===== src/rtl/bus_pkg.sv =====
// Shared definitions for the processor bus: unit codes carried in
// address[15:12], the arbiter state encoding and default bus widths.
package bus_pkg;

  localparam int ADDR_W_DEF    = 16;
  localparam int DATA_W_DEF    = 256;
  localparam int NUM_UNITS_DEF = 6;

  localparam logic [3:0] MainMemEn   = 4'd0;
  localparam logic [3:0] InstrMemEn  = 4'd1;
  localparam logic [3:0] MatrixAluEn = 4'd2;
  localparam logic [3:0] IntAluEn    = 4'd3;
  localparam logic [3:0] RegisterEn  = 4'd4;
  localparam logic [3:0] ExecuteEn   = 4'd5;

  typedef enum logic [1:0] {
    IDLE = 2'd0,
    OWN  = 2'd1,
    TURN = 2'd2
  } arbState_e;

endpackage


===== src/rtl/bus_arbiter_rr_picker.sv =====
// Round-robin picker: finds the first set request bit starting just above
// the pointer and wrapping around, so the last owner has lowest priority.
module rr_picker #(
  parameter int NUM_MASTERS = 2,
  parameter int IW          = (NUM_MASTERS > 1) ? $clog2(NUM_MASTERS) : 1
) (
  input  logic [NUM_MASTERS-1:0] req_i,
  input  logic [IW-1:0]          ptr_i,
  output logic                   valid_o,
  output logic [IW-1:0]          idx_o
);

  // Walk candidates ptr+1, ptr+2, ... modulo NUM_MASTERS and keep the first hit
  always_comb begin
    logic [IW-1:0] cand;
    valid_o = 1'b0;
    idx_o   = '0;
    cand    = '0;
    for (int k = 1; k <= NUM_MASTERS; k++) begin
      cand = IW'((int'(ptr_i) + k) % NUM_MASTERS);
      if (!valid_o && req_i[cand]) begin
        valid_o = 1'b1;
        idx_o   = cand;
      end
    end
  end

endmodule


===== src/rtl/bus_arbiter.sv =====
// Shared-bus arbiter: round-robin grant with one parked turnaround cycle,
// combinational owner mux onto the bus and one-hot unit decode.
// State updates on the falling edge of Clk. Defining ARB_TIMEOUT_EN adds an
// ownership watchdog with the err_timeout output.
module bus_arbiter
  import bus_pkg::*;
#(
  parameter int NUM_MASTERS = 2,
  parameter int ADDR_W      = ADDR_W_DEF,
  parameter int DATA_W      = DATA_W_DEF,
  parameter int NUM_UNITS   = NUM_UNITS_DEF
`ifdef ARB_TIMEOUT_EN
  , parameter int TIMEOUT   = 64
`endif
) (
  input  logic                          Clk,
  input  logic                          nReset,
  input  logic [NUM_MASTERS-1:0]        req,
  input  logic [NUM_MASTERS*ADDR_W-1:0] m_addr,
  input  logic [NUM_MASTERS-1:0]        m_nRead,
  input  logic [NUM_MASTERS-1:0]        m_nWrite,
  input  logic [NUM_MASTERS*DATA_W-1:0] m_wdata,
  output logic [NUM_MASTERS-1:0]        gnt,
  output logic [ADDR_W-1:0]             address,
  output logic                          nRead,
  output logic                          nWrite,
  output logic [DATA_W-1:0]             DataOut,
  output logic [NUM_UNITS-1:0]          unit_sel,
  output logic                          err_illegal,
  output logic                          err_decode
`ifdef ARB_TIMEOUT_EN
  , output logic                        err_timeout
`endif
);

  localparam int IW = (NUM_MASTERS > 1) ? $clog2(NUM_MASTERS) : 1;

  arbState_e              state_q;
  logic [NUM_MASTERS-1:0] gnt_q;
  logic [IW-1:0]          rrPtr_q;
  logic [IW-1:0]          owner_q;
  logic                   errIllegal_q;
  logic                   errDecode_q;

  logic [ADDR_W-1:0]      mAddr  [NUM_MASTERS];
  logic [DATA_W-1:0]      mWdata [NUM_MASTERS];
  logic [NUM_MASTERS-1:0] pickReq;
  logic                   pickValid;
  logic [IW-1:0]          pickIdx;
  logic                   ownerRead;
  logic                   ownerWrite;
  logic                   illegalStrobe;
  logic                   decodeErr;
  logic [3:0]             unitCode;

`ifdef ARB_TIMEOUT_EN
  localparam int CW = $clog2(TIMEOUT + 1);
  logic [CW-1:0]          ownCnt_q;
  logic [NUM_MASTERS-1:0] blocked_q;
  logic                   errTimeout_q;

  assign pickReq     = req & ~blocked_q;
  assign err_timeout = errTimeout_q;
`else
  assign pickReq = req;
`endif

  rr_picker #(
    .NUM_MASTERS(NUM_MASTERS),
    .IW         (IW)
  ) uPicker (
    .req_i  (pickReq),
    .ptr_i  (rrPtr_q),
    .valid_o(pickValid),
    .idx_o  (pickIdx)
  );

  // Split the packed per-master buses into arrays indexed by master number
  always_comb begin
    for (int m = 0; m < NUM_MASTERS; m++) begin
      mAddr[m]  = m_addr[m*ADDR_W +: ADDR_W];
      mWdata[m] = m_wdata[m*DATA_W +: DATA_W];
    end
  end

  assign ownerRead     = m_nRead[owner_q];
  assign ownerWrite    = m_nWrite[owner_q];
  assign illegalStrobe = (state_q == OWN) && !ownerRead && !ownerWrite;
  assign unitCode      = address[ADDR_W-1 -: 4];
  assign decodeErr     = (state_q == OWN) && (!ownerRead || !ownerWrite) &&
                         (unitCode > 4'(NUM_UNITS - 1));

  // Owner drives the bus with no added latency; otherwise the bus is parked
  always_comb begin
    address = '0;
    DataOut = '0;
    nRead   = 1'b1;
    nWrite  = 1'b1;
    if (state_q == OWN) begin
      address = mAddr[owner_q];
      DataOut = mWdata[owner_q];
      nRead   = illegalStrobe ? 1'b1 : ownerRead;
      nWrite  = illegalStrobe ? 1'b1 : ownerWrite;
    end
  end

  // One-hot unit decode, silent for out-of-range codes and a parked bus
  always_comb begin
    for (int u = 0; u < NUM_UNITS; u++) begin
      unit_sel[u] = (state_q == OWN) && (unitCode == 4'(u));
    end
  end

  // Arbitration FSM with registered grant, round-robin pointer and sticky errors
  always_ff @(negedge Clk or negedge nReset) begin
    if (!nReset) begin
      state_q      <= IDLE;
      gnt_q        <= '0;
      rrPtr_q      <= IW'(NUM_MASTERS - 1);
      owner_q      <= '0;
      errIllegal_q <= 1'b0;
      errDecode_q  <= 1'b0;
`ifdef ARB_TIMEOUT_EN
      ownCnt_q     <= '0;
      blocked_q    <= '0;
      errTimeout_q <= 1'b0;
`endif
    end else begin
      if (illegalStrobe) errIllegal_q <= 1'b1;
      if (decodeErr)     errDecode_q  <= 1'b1;
`ifdef ARB_TIMEOUT_EN
      blocked_q <= blocked_q & req;
`endif
      case (state_q)
        IDLE: begin
          if (pickValid) begin
            gnt_q   <= NUM_MASTERS'(1) << pickIdx;
            owner_q <= pickIdx;
            state_q <= OWN;
`ifdef ARB_TIMEOUT_EN
            ownCnt_q <= '0;
`endif
          end
        end
        OWN: begin
          if (!req[owner_q]) begin
            gnt_q   <= '0;
            rrPtr_q <= owner_q;
            state_q <= TURN;
          end
`ifdef ARB_TIMEOUT_EN
          else if (ownCnt_q == CW'(TIMEOUT - 1)) begin
            gnt_q        <= '0;
            rrPtr_q      <= owner_q;
            state_q      <= TURN;
            errTimeout_q <= 1'b1;
            blocked_q    <= (blocked_q & req) | (NUM_MASTERS'(1) << owner_q);
          end else begin
            ownCnt_q <= ownCnt_q + 1'b1;
          end
`endif
        end
        TURN: begin
          state_q <= IDLE;
        end
        default: begin
          state_q <= IDLE;
          gnt_q   <= '0;
        end
      endcase
    end
  end

  assign gnt         = gnt_q;
  assign err_illegal = errIllegal_q;
  assign err_decode  = errDecode_q;

endmodule


===== config.mk =====
export PLATFORM = sky130hd
export DESIGN_NAME = bus_arbiter
export DESIGN_NICKNAME = d
export VERILOG_FILES = /design/src/rtl/bus_pkg.sv /design/src/rtl/bus_arbiter_rr_picker.sv /design/src/rtl/bus_arbiter.sv
export SDC_FILE = /design/constraint.sdc
export NUM_CORES = 1
export LEC_CHECK = 0
export CORE_AREA = 5 5 327 329
export CTS_CLUSTER_DIAMETER = 50
export DETAILED_ROUTE_END_ITERATION = 16
export DIE_AREA = 0 0 332 334
export MAX_ROUTING_LAYER = met4
export PLACE_DENSITY = 0.3
export SLEW_MARGIN = 40
export SYNTH_ARGS = -nofsm -noshare
export SYNTH_HDL_FRONTEND = slang
export SYNTH_HIERARCHICAL = 1
export SYNTH_SLANG_ARGS = --single-unit
export TNS_END_PERCENT = 10

===== constraint.sdc =====
create_clock -name Clk -period 1.7 [get_ports Clk]
set_clock_uncertainty 0.2 [all_clocks]
set_input_delay 0.34 -clock Clk [delete_from_list [all_inputs] [get_ports Clk]]
set_output_delay 0.34 -clock Clk [all_outputs]
set_load 0.01 [all_outputs]

==> results of run 1 <==
## worst paths after layout
check | start | to | slack (ns)
worst max-delay path | owner_q$_DFFE_NN0P_ | unit_sel[0] | -1.74
worst min-delay path | rrPtr_q$_DFFE_NN1P_ | rrPtr_q$_DFFE_NN1P_ | 0.29
worst max register to register | owner_q$_DFFE_NN0P_ | gnt[0]$_DFFE_NN0P_ | -0.37
worst min register to register | rrPtr_q$_DFFE_NN1P_ | rrPtr_q$_DFFE_NN1P_ | 0.29
max in group asynchronous | nReset | state_q[0]$_DFFE_NN0P_ | 0.19
min in group asynchronous | nReset | owner_q$_DFFE_NN0P_ | 0.98
## per-stage QoR
step	util	worst slack [ns]	hold WS, ns
final	0.161	-1.74	0.289
after global routing	0.161	-1.81	0.309
after CTS	0.159	-1.82	0.278
after detailed placement	0.153	-1.82	0.274
after global placement	0.153	-1.79	0.275
after floorplan	-	-0.984	0.254
## cell type report
cell class	instances	area, sq um	share of cell area
timing repair buffer	1018	9770	0.588
multi-input combinational	585	4770	0.287
tap	1380	1730	0.104
sequential	8	201	0.0121
clock buffer	4	78.8	0.00474
antenna	15	37.5	0.00226
inverter	3	18.8	0.00113
clock inverter	1	3.75	0.000226
## sequential cells by signal, summed over array words and instances, names as in the netlist
| register | cells |
|---|---|
| err_illegal | 1 |
| state_q | 2 |
| err_decode | 1 |
| rrPtr_q | 1 |
| owner_q | 1 |
| gnt | 2 |
## routing by layer
metal	vias up	GRT usage	wire length, um
li1	4192	-	-
met1	4069	0.151	30400
met2	479	0.219	36000
met3	58	0.0385	5530
met4	0	0.00441	470
met5	-	-	0
## logic make-up after synthesis
logic type             Yosys count  synth area share
AND/OR/NAND/NOR                295             0.248
multiplexers                   277             0.592
buffers and inverters           68            0.0991
AO/OA/AOI/OAI                   13            0.0189
flip-flops                       8            0.0428
## power by group through the flow
stage / logic [mW] / registers [mW] / clock network [mW]
floorplan: 9.12 / 0.331 / 0.00736
global placement: 20.8 / 0.341 / 0.00736
detailed placement: 20.7 / 0.340 / 0.00736
CTS: 22.0 / 0.343 / 0.420
global route: 23.5 / 0.363 / 0.437
finish: 22.0 / 0.351 / 0.417
## critical path, stage by stage (launching register included)
cell,delay (ns)
dfrtn_1,0.46
buf_6,0.15
buf_16,0.13
mux2_4,0.34
nand2_4,0.09
inv_6,0.04
buf_12,0.12
nor4_4,0.29
buf_12,0.16
## timing repair
action                                  4_1_cts  5_1_grt
resized for setup                           795      249
pin swaps                                     8       17
cloned                                        9        2
setup buffers                                36       22
endpoints found under the setup margin      292      292
## synthesized netlist by cell type
cell	number	share of area
clkbuf_4	9	0.014
buf_2	25	0.027
mux2_2	3	0.0072
a21boi_1	1	0.0016
a31oi_1	2	0.0027
o21ba_2	1	0.0021
or3_1	1	0.0013
a21o_1	1	0.0016
and2b_1	1	0.0016
inv_2	2	0.0016
nor2_1	274	0.22
a32oi_1	1	0.0019
nand3_1	3	0.0032
nor4_2	1	0.0027
nor3_1	5	0.0053
nand3b_1	2	0.0032
dfrtn_1	7	0.037
or2_1	1	0.0013
buf_6	9	0.022
inv_1	2	0.0016
nand2_1	2	0.0016
mux2_4	2	0.0064
dfstp_2	1	0.0056
nand2b_4	1	0.0029
buf_4	21	0.033
nor3b_1	2	0.0032
o21ai_0	2	0.0021
mux2i_1	272	0.58
a21oi_1	3	0.0032
o2bb2ai_1	2	0.0037
and3b_1	1	0.0019
nand2_2	1	0.0013
==> out/results.txt, run 1 <==
status = complete, but fails checks
failing checks = negative setup slack
initial core utilization = 0.0456
mapped cell area = 0.00471 sq mm
Final setup viols = 291
Ys Warns = 6
CP endpoint kind = primary output
pin count of the biggest net entering global routing = 32
hpwl dp = 65100 um
post-DR wirelength/cell = 24.0 um
layout cells sized above 1 = 0.338
Rows = 118
Die Ht = 334 um
I/O pins = 836
first-pass GRT wire length = 93300 um
hold path cells = 2
most frequent cells in the layout = 546 x clkdlybuf4s50_1, 233 x nor2_1, 211 x mux2i_1, 130 x buf_2, 104 x buf_4
CTS H-tree depth = 1
worst-path fanout max = 6
die area = 0.111 sq mm
synthesis-to-layout area growth = 253%
TritonCTS clock tree = done
Int Power = 12.2 mW
clock input transition at the sequential cells of the worst setup and hold paths = 0.03 ns
Avg Cell Area, Syn = 7.13 sq um
port bufs = 835
worst vdd ir = 0.000631 V
Layout Nets = 2172
Crit Path Class = reg -> out
DR pass1 iterations = 4
reg2reg path depth = 8
Hold Path Class = reg -> reg
DRT iter0 DRCs = 218
Comb pwr share = 0.966
switching part of the total = 0.464
placed instance area = 0.0158 sq mm
Mapped Cells = 661
grt ovf = 0
DIE WIDTH = 332 um
Routed Antenna Nets = 0
Core Region = 0.103 sq mm
final instance area = 0.0166 sq mm
Seq cells post-synth = 8
Vias = 8798
vias per std cell = 2.92
GPL Wtd Cong = 0.822
non-filler cells, final = 3014
CP required = 1.16 ns
Worst EP arrival = 2.90 ns
TritonCTS Buffers = 3
Final Hold Vio Count = 0
sequential group share of total power = 0.015
crit start category = flip-flop
Detailed Route WL = 72400 um
gr usage total = 0.126
leakage power = 7.12 nW
Yosys cell types = 32
Setup TNS = -410.54 ns
pwr dens = 1370 mW/mm^2
placed insts = 2933
unrepaired setup endpoints after global routing = yes
clock latency on the worst-skew pair = 0.30 ns
sequential-to-total area share from yosys stat = 0.0428
vias in the first global route = 9758
Clk network pwr share = 0.018
fillcell total = 11800
Worst Tran Pin Value = 0.294 ns
total power of the final layout = 22.8 mW
commonest non-fill, non-tap cell in the layout = clkdlybuf4s50_1
Synth Net Count = 1213
max-cap violations = 0
TritonCTS Sinks = 8
Max transition margin = 0.804
final worst setup slack = -1.74 ns
CTS max path bufs = 2
initial antenna violation count = 40
max-slew violations = 0
NetSw = 10.6 mW
clock root buffer = clkbuf_16
drc violations = 0
CTS hold repair buffers = 0
Note: power is estimated with default switching activity, not from simulation.
==> inputs of run 2 (changes only) <==
--- a/config.mk
+++ b/config.mk
@@ -5,15 +5,13 @@
 export SDC_FILE = /design/constraint.sdc
 export NUM_CORES = 1
 export LEC_CHECK = 0
-export CORE_AREA = 5 5 327 329
+export CORE_AREA = 5 5 324 326
 export CTS_CLUSTER_DIAMETER = 50
 export DETAILED_ROUTE_END_ITERATION = 16
-export DIE_AREA = 0 0 332 334
+export DIE_AREA = 0 0 329 331
 export MAX_ROUTING_LAYER = met4
 export PLACE_DENSITY = 0.3
-export SLEW_MARGIN = 40
 export SYNTH_ARGS = -nofsm -noshare
 export SYNTH_HDL_FRONTEND = slang
-export SYNTH_HIERARCHICAL = 1
 export SYNTH_SLANG_ARGS = --single-unit
 export TNS_END_PERCENT = 10
==> run 2 against run 1 <==
Effect of this change:
- the flow still finishes with violations (negative setup slack)
- worst setup slack lost 0.050 ns
- synthesized cell count grew 0.15%
- worst hold slack gained 0.0019 ns
- highest routed layer unchanged
- clock power grew 7.2%
- total power shrank 3.7%
- die area shrank 1.8%
- register-to-register slack gained 0.12 ns
- routed wire length shrank 2.0%
==> out/results.txt, run 2 <==
Post-synth EDFFs = 0
sequential-to-total area share from yosys stat = 0.0434
Yosys cell types = 31
CP endpoint kind = primary output
hpwl dp = 63500 um
Max transition margin = 0.791
Hold Path Class = reg -> reg
TritonCTS Buffers = 3
leakage power = 7.40 nW
vias in the first global route = 9513
max-cap violations = 0
Worst Tran Pin Value = 0.313 ns
Avg Cell Area, Syn = 7.02 sq um
Synth Net Count = 1214
area of the multi-input gates = 0.00458 sq mm
DR pass1 iterations = 4
TritonCTS Sinks = 8
gr usage total = 0.124
Register Area = 201 sq um
Layout Nets = 2144
CTS hold repair buffers = 0
count leader, synth = nor2_1
unrepaired setup endpoints after global routing = yes
top cells by count, synth = 273 x nor2_1, 272 x mux2i_1, 31 x buf_2
pin count of the biggest net entering global routing = 44
grt ovf = 0
final worst setup slack = -1.80 ns
DRT iter0 DRCs = 278
port bufs = 835
commonest non-fill, non-tap cell in the layout = clkdlybuf4s50_1
synthesis-to-layout area growth = 245%
fillcell total = 11600
CTS H-tree depth = 1
Rows = 117
Crit Path Class = reg -> out
max-slew violations = 0
Final Hold Vio Count = 0
Final setup viols = 291
Mapped Cells = 662
clock root buffer = clkbuf_16
Synth area leader = mux2i_1
dpl ws = -1.75 ns
drc violations = 0
most frequent cells in the layout = 558 x clkdlybuf4s50_1, 245 x nor2_1, 235 x mux2i_1, 110 x clkbuf_2, 86 x buf_4
Die Ht = 331 um
status = complete, but fails checks
asr flop ratio synth = 1.00
clock input transition at the sequential cells of the worst setup and hold paths = 0.04 ns
placed insts = 2904
initial antenna violation count = 45
top post-synthesis cells by area = mux2i_1 59%, nor2_1 22%, buf_4 4.8%, dfrtn_1 3.8%, buf_2 3.3%
CTS max path bufs = 2
CP required = 1.16 ns
Synth top area share = 0.586
GPL Wtd Cong = 0.855
clock latency on the worst-skew pair = 0.31 ns
pwr dens = 1370 mW/mm^2
TritonCTS clock tree = done
non-filler cells, final = 2965
I/O pins = 836
mapped cell area = 0.00465 sq mm
layout cells sized above 1 = 0.292
die area = 0.109 sq mm
Ys Warns = 0
Worst EP arrival = 2.96 ns
vias per std cell = 2.97
Seq cells post-synth = 8
worst-path fanout max = 8
post-DR wirelength/cell = 23.9 um
first-pass GRT wire length = 89200 um
initial core utilization = 0.0458
predominant post-synthesis flop cell = dfrtn_1
crit start category = flip-flop
DIE WIDTH = 329 um
worst vdd ir = 0.000507 V
Vias = 8795
Core Region = 0.101 sq mm
failing checks = negative setup slack
Routed Antenna Nets = 0
Detailed Route WL = 71000 um
==> run 2: area by class of cell <==
cell class	instances	share of cell area
clock inverter	1	0.000234
tap	1368	0.107
timing repair buffer	988	0.587
antenna	6	0.000938
inverter	4	0.00172
clock buffer	4	0.00492
multi-input combinational	586	0.286
sequential	8	0.0126
==> run 2: layer usage <==
layer / GRT usage / vias to the layer above / wire length, um
li1: - / 4113 / -
met1: 0.157 / 4079 / 31300
met2: 0.215 / 512 / 34400
met3: 0.0235 / 91 / 4400
met4: 0.00727 / 0 / 836
met5: - / - / 0
==> run 2: timing repair <==
action,in CTS,in global routing
cloned,7,1
pin swaps,0,7
setup endpoints to repair,292,292
setup buffers,10,34
gates resized for setup,489,380
hold endpoints to repair,0,0
==> run 2: worst max-delay path, stage by stage (launching register included) <==
cell	delay [ns]
dfrtn_1	0.43
buf_12	0.13
buf_12	0.14
buf_16	0.17
buf_6	0.17
mux2i_4	0.25
nor2_4	0.04
clkdlybuf4s50_1	0.48
==> run 2: cells by family (layout without fill, tap and decap cells) <==
kind of cell,count (synthesis),in the layout,share of synthesized area
other,0,6,0
buffers and inverters,68,997,0.0891
AO/OA/AOI/OAI,15,15,0.0213
flip-flops,8,8,0.0434
AND/OR/NAND/NOR,295,295,0.249
multiplexers,276,276,0.597
==> run 2: metrics by stage <==
stage / area (sq um) / hold slack [ns] / util / TNS (ns) / total power [mW]
floorplan: 4920 / 0.249 / - / -240.91 / 9.46
global placement: 15500 / 0.282 / 0.153 / -425.43 / 20.8
detailed placement: 15500 / 0.282 / 0.153 / -429.04 / 20.7
CTS: 15900 / 0.289 / 0.156 / -470.58 / 22.0
global route: 16000 / 0.320 / 0.158 / -437.78 / 23.5
finish: 16000 / 0.291 / 0.158 / -413.71 / 21.9
==> run 2: worst paths after layout <==
check	start	slack (ns)	endpoint	cells after the start
setup / recovery	owner_q$_DFFE_NN0P_	-1.80	DataOut[179]	7
hold / removal	rrPtr_q$_DFFE_NN1P_	0.29	rrPtr_q$_DFFE_NN1P_	2
setup reg to reg	owner_q$_DFFE_NN0P_	-0.25	gnt[1]$_DFFE_NN0P_	8
hold reg to reg	rrPtr_q$_DFFE_NN1P_	0.29	rrPtr_q$_DFFE_NN1P_	2
max in group asynchronous	nReset	0.13	state_q[0]$_DFFE_NN0P_	2
min in group asynchronous	nReset	0.99	gnt[1]$_DFFE_NN0P_	2
==> run 2: power breakdown <==
group	internal (mW)	switching, mW
Combinational	10.9	10.3
Clock	0.319	0.129
Sequential	0.279	0.0645
